## src/rtl/cayde_lsu.sv

```systemverilog
// Single-outstanding load/store unit: accepts one op from execute, issues one
// data-memory request, zero-extends the load result. Option: CAYDE_LSU_MISALIGN_TRAP_EN.
module cayde_lsu #(
  parameter int ADDR_W = 32
) (
  input  logic              clk,
  input  logic              rst,
  input  logic              req_valid,
  output logic              req_ready,
  input  logic              req_store,
  input  logic [1:0]        req_ld_op,
  input  logic [1:0]        req_st_op,
  input  logic [ADDR_W-1:0] req_addr,
  input  logic [31:0]       req_wdata,
  input  logic [4:0]        req_rd,
  output logic              mem_req,
  output logic              mem_we,
  output logic [ADDR_W-1:0] mem_addr,
  output logic [3:0]        mem_be,
  output logic [31:0]       mem_wdata,
  input  logic              mem_gnt,
  input  logic              mem_rvalid,
  input  logic [31:0]       mem_rdata,
  output logic              wb_valid,
  output logic [4:0]        wb_rd,
  output logic [31:0]       wb_data,
  output logic              err
);

  localparam logic [1:0] IDLE = 2'd0;
  localparam logic [1:0] REQ  = 2'd1;
  localparam logic [1:0] WAIT = 2'd2;

  logic [1:0]  state;
  logic        is_store;
  logic [1:0]  op_q;
  logic [1:0]  lane_q;
  logic [4:0]  rd_q;

  logic [1:0]  code;
  logic        reject;
  logic [3:0]  be_n;
  logic [31:0] wdata_n;
  logic [31:0] shifted;
  logic [31:0] ld_data;

  assign req_ready = (state == IDLE);

  always_comb begin
    code    = req_store ? req_st_op : req_ld_op;
    reject  = (code == 2'd3);
`ifdef CAYDE_LSU_MISALIGN_TRAP_EN
    if ((code == 2'd1 && req_addr[0]) || (code == 2'd2 && req_addr[1:0] != 2'b00))
      reject = 1'b1;
`endif
    be_n    = 4'b1111;
    wdata_n = '0;
    if (req_store) begin
      case (req_st_op)
        2'd0: begin
          be_n    = 4'b0001 << req_addr[1:0];
          wdata_n = {4{req_wdata[7:0]}};
        end
        // Halfword lane comes from addr[1] only, so an odd address cannot
        // shift the enables off the top of the word.
        2'd1: begin
          be_n    = req_addr[1] ? 4'b1100 : 4'b0011;
          wdata_n = {2{req_wdata[15:0]}};
        end
        default: begin
          be_n    = 4'b1111;
          wdata_n = req_wdata;
        end
      endcase
    end
  end

  always_comb begin
    shifted = mem_rdata >> {lane_q, 3'b000};
    case (op_q)
      2'd0:    ld_data = {24'h0, shifted[7:0]};
      2'd1:    ld_data = lane_q[1] ? {16'h0, mem_rdata[31:16]} : {16'h0, mem_rdata[15:0]};
      default: ld_data = mem_rdata;
    endcase
  end

  always_ff @(posedge clk or posedge rst) begin
    if (rst) begin
      state     <= IDLE;
      is_store  <= 1'b0;
      op_q      <= '0;
      lane_q    <= '0;
      rd_q      <= '0;
      mem_req   <= 1'b0;
      mem_we    <= 1'b0;
      mem_addr  <= '0;
      mem_be    <= '0;
      mem_wdata <= '0;
      wb_valid  <= 1'b0;
      wb_rd     <= '0;
      wb_data   <= '0;
      err       <= 1'b0;
    end else begin
      err      <= 1'b0;
      wb_valid <= 1'b0;
      wb_rd    <= '0;
      wb_data  <= '0;
      case (state)
        IDLE: begin
          if (req_valid) begin
            if (reject) begin
              err <= 1'b1;
            end else begin
              is_store  <= req_store;
              op_q      <= code;
              lane_q    <= req_addr[1:0];
              rd_q      <= req_rd;
              mem_req   <= 1'b1;
              mem_we    <= req_store;
              mem_addr  <= {req_addr[ADDR_W-1:2], 2'b00};
              mem_be    <= be_n;
              mem_wdata <= wdata_n;
              state     <= REQ;
            end
          end
        end
        REQ: begin
          if (mem_gnt) begin
            mem_req   <= 1'b0;
            mem_we    <= 1'b0;
            mem_addr  <= '0;
            mem_be    <= '0;
            mem_wdata <= '0;
            state     <= is_store ? IDLE : WAIT;
          end
        end
        WAIT: begin
          if (mem_rvalid) begin
            wb_valid <= 1'b1;
            wb_rd    <= rd_q;
            wb_data  <= ld_data;
            state    <= IDLE;
          end
        end
        default: state <= IDLE;
      endcase
    end
  end

endmodule

```

## config.mk

```make
export PLATFORM = sky130hd
export DESIGN_NAME = cayde_lsu
export DESIGN_NICKNAME = d
export VERILOG_FILES = /design/src/rtl/cayde_lsu.sv
export SDC_FILE = /design/constraint.sdc
export NUM_CORES = 1
export LEC_CHECK = 0
export CAP_MARGIN = 20
export CORE_ASPECT_RATIO = 1.75
export CORE_MARGIN = 8
export CORE_UTILIZATION = 46
export CTS_CLUSTER_DIAMETER = 200
export CTS_CLUSTER_SIZE = 28
export DETAILED_ROUTE_END_ITERATION = 10
export GPL_ROUTABILITY_DRIVEN = 0
export PLACE_DENSITY_LB_ADDON = 0.25
export SLEW_MARGIN = 20
export SYNTH_ARGS = -nofsm -noshare
export SYNTH_HDL_FRONTEND = slang
export SYNTH_SLANG_ARGS = --single-unit
```

## constraint.sdc

```tcl
create_clock -name clk -period 6.6 [get_ports clk]
set_input_delay 0.99 -clock clk [delete_from_list [all_inputs] [get_ports clk]]
set_output_delay 0.99 -clock clk [all_outputs]
set_load 0.1 [all_outputs]
```

### After elaboration in Yosys (flattened, before gate mapping)

Index checks and enable logic that the tools add are counted.

| storage, ports and cells | value |
|---|---|
| logic and storage cells | 74 |
| bits of input ports | 111 |
| bits in registers | 121 |

| operators by class | value |
|---|---|
| shifts and indexed selects | 2 |
| bitwise logic cells | 1 |
| eq/ne operators | 9 |
| reduce and logical (&&, ||, !) cells | 7 |
| mux-type cells | 41 |

Operators with widths:

| operator | count |
|---|---|
| 2-to-1 mux 32 bit | 8 |
| one-hot mux 32 bit (2 select lines) | 4 |
| right shift 32 x 5 -> 8 bit | 1 |
| 2-to-1 mux 4 bit | 5 |
| 2-to-1 mux 16 bit | 1 |
| one-hot mux 4 bit (2 select lines) | 2 |
| 2-to-1 mux 2 bit | 6 |
| 2-to-1 mux 1 bit | 10 |
| 2-to-1 mux 5 bit | 2 |
| inequality test 2 bit, second input constant | 4 |
| AND reduction 4 bit | 2 |
| equality test 2 x 1 -> 1 bit, second input constant | 3 |
| zero test 2 bit | 3 |
| one-hot mux 2 bit (3 select lines) | 1 |
| equality test 2 bit, second input constant | 2 |
| one-hot mux 1 bit (2 select lines) | 2 |
| left shift 1 x 2 -> 4 bit, first input constant | 1 |
| AND reduction 3 bit | 1 |
| nonzero test 2 bit | 1 |
| inverter 1 bit | 1 |

### Logic depth before layout (Yosys ltp)

| depth | value |
|---|---|
| depth after elaboration | 6 |
| depth in mapped cells | 7 |
| mapped depth without buffers | 4 |

### Least setup slack after synthesis

Ideal clock, no wire load.

| timing path | value |
|---|---|
| kind | register to output |
| start point | register state[0] |
| end point | output req_ready |
| data required time | 5610 ps |
| stages on the path, launching flop included | 2 |
| path buffers | 0 |
| arrival time | 1663 ps |
| slack | 3947 ps |
| cells stage by stage | dfrtp_1 -> nor2_1 |

| between the ends | value |
|---|---|
| word-level cells in the longest chain between the ends | 1 |

Ends and longest elaborated chain:

| what | RTL line | text |
|---|---|---|
| start: declaration | 34 | `logic [1:0] state;` |
| start signal: assignment | 134 | `state <= is_store ? IDLE : WAIT;` |
| zero test 2 bit | 47 | `assign req_ready = (state == IDLE);` |
| end: declaration | 9 | `output logic req_ready,` |

Every way passes these cells.

### Worst setup path in the final report

Ends and elaborated chain as after synthesis.

==> results.ini <==
[outcome]
status=complete, no violations

[die]
die_x_um=95.7
die_h_um=156
core-area_um2=11000
fp.dieArea_um2=14900
pin_count=221
core.rowCount=51
start_util_pct=46.6

[worst_setup_path]
critical-path-top-delay-family=buffers and inverters
reg2reg_from=state[1]
timing.rr.end=mem_wdata[6]
crit_path_top_delay_cell=clkdlybuf4s50_1
end_kind=primary output
cp.required_ns=5.61
timing_worst_setup_path_type=reg2out
rrSetupSlack_ns=4.28
crit_buf_inv=1
worstPathCellList=nor2_1, clkdlybuf4s50_1
ff2ff_path_depth=4
path_max_fanout=4
critPathArrivalTime_ns=2.12
cpPeakStageDelay_ns=1.16
startpoint_type=register
critPathLaunch=state[0]

[detailed_routing]
avgRoutedWirePerCell_um=20.2
avgViaCountPerCell=5.49
vias=4569
wl_mm=16.8
drtIter0Drc=252
drc=0
ant_nets=0
first_pass_iters=5

[clocking]
clock_path_buffers=2
cts_resized=0
path_clk_slew_ns=0.05
h-tree-depth=4
cts_tree=done
cts_hold_buf=0
post_cts_buffers=0
numCtsBuffers=17
clkLatencyLatePin_ns=0.40
cts_sinks=119
cts-root-buf=clkbuf_16

[synthesis]
synth_seq_cells=119
synth_cells=487
synth_top_family_by_area=simple AND/OR/NAND/NOR gates
synthesis.area_um2=5120
synth_compound_area_share_pct=12.2
ys_warn_count=0
synth_simple_gate_area_share_pct=20.0
synthArstFlopShare_pct=100
ys_seq_area_share_pct=58.2
synthAdderAreaFrac_pct=0
synth_xor_area_share_pct=0
avgSynthCellArea_um2=10.5
synth.area.mux_share_pct=5.28
yosysUniqueCellTypes=37
synth_edf_count=0
ys.flop_type=dfrtp_1

[run]
drv_cap=0

[layout]
drive_above_1_share_pct=6.86
n_antenna_cell=0
seq_area_um2=2980
layout_common_cells=218 x clkdlybuf4s50_1, 119 x dfrtp_1, 88 x nand2_1
fin_util_pct=71.4
layoutNonFillerInstCount=832
syn_to_final_growth_pct=53.1
final_common_cell=clkdlybuf4s50_1
fin_nets=798
final_area_um2=7830
multi_input_area_um2=1920
fill_cells=835

[sta]
relSlewSlack_pct=29.7
worst_slew_pin_slew_ns=1.05
clock_skew_ns=0.00725
period_needed_ns=3.11
fmax_ghz=0.322
finalSetupViolCount=0
hold_viol_final=0
setup_ws_ns=3.49
drv_slew=0
whs_ns=0.477
finalSetupTns_ns=0
rsz0062_at_grt=false
post-route-period-util_pct=47.1

[placed_design]
placedCellCount=800
placed_area_um2=7300
numPortBuffers=218
pre_cts_ws_ns=3.11
dpl.hpwl_mm=12.4

[pwr]
p_per_area_nw_per_um2=552
p_total_mw=4.32
leakagePower_nw=3.59
peakVddDrop_mv=0.378

[grt]
grt_pass1_wl_mm=26.1
grt_max_degree=81
grt_pass1_vias=4929
grt_use_total_pct=22.9
overflow=0
antenna_found_initial=0

[worst_hold_path]
whs_endpoint=is_store
hold_depth=2
holdCritStartpoint=is_store
hold_path_class=reg2reg

==> state kept, by name, summed over array words and instances (netlist names) <==
| register | cells |
|---|---|
| wb_valid | 1 |
| wb_rd | 5 |
| mem_addr | 30 |
| is_store | 1 |
| mem_req | 1 |
| mem_be | 4 |
| rd_q | 5 |
| mem_we | 1 |
| state | 2 |
| lane_q | 2 |
| mem_wdata | 32 |
| op_q | 2 |
| wb_data | 32 |
| err | 1 |
==> Yosys cell counts, types with 2 or more instances <==
cell type	count	area share, %
o31ai_1	8	1.2
and2_1	6	0.73
nand2_1	88	6.5
inv_1	5	0.37
mux2_2	8	1.8
nand2b_1	4	0.49
nor2_1	21	1.5
buf_6	2	0.44
dfrtp_1	119	58
and3_1	18	2.2
nor2b_1	19	2.3
o21ai_0	7	0.68
a21oi_1	3	0.29
a22oi_1	8	1.2
buf_4	3	0.44
or2_1	2	0.24
buf_2	12	1.2
buf_1	2	0.15
o2bb2ai_1	8	1.4
o41ai_1	8	1.4
a222oi_1	8	1.6
clkbuf_1	23	1.7
a22o_1	16	2.7
mux2i_1	18	3.5
a211oi_1	8	1.2
nand3_1	52	5.1
==> worst max path at each step <==
stage                    endpoint  slack (ns)  depth (start not counted)
CTS                     req_ready        3.46                          2
finish                  req_ready        3.49                          2
global route        mem_wdata[15]        3.28                          6
detailed placement  mem_wdata[31]        3.11                          5
global placement    mem_wdata[26]        3.24                          6
floorplan                     err        2.45                          1
==> layout make-up <==
cell class	count	area share (%)
tap	132	2.11
timing repair buffer	222	28.3
clock buffer	20	5.70
clock inverter	12	1.04
sequential	119	38.0
multi-input combinational	321	24.5
inverter	6	0.319
==> routing by layer <==
layer  track usage, %  share of wire (%)  vias to the layer above  routed length, um
met5                0                  0                        -                  0
met4             10.8                3.1                        0                517
met3             7.37                8.1                       29               1360
met2             39.3                 54                      185               9010
met1             24.2                 35                     2252               5890
li1                 -                  -                     2103                  -
==> logic make-up after synthesis <==
logic type / after synthesis
compound gates: 78
other cells: 1
mux: 26
buf+inv: 48
flops: 119
simple gates: 215
==> where the power goes <==
| part | internal (mW) | switching [mW] |
|---|---|---|
| Clock | 0.487 | 0.326 |
| Combinational | 0.565 | 1.84 |
| Sequential | 0.945 | 0.158 |
| Total | 2.00 | 2.33 |
==> worst reg2reg max path, cell delays in order (launching register included) <==
cell      delay, ns
dfrtp_1        0.38
nand2b_1       0.19
or2_2          0.78
and2_1         0.68
a22o_1         0.23
No activity file was read; power rests on OpenSTA's default activity.
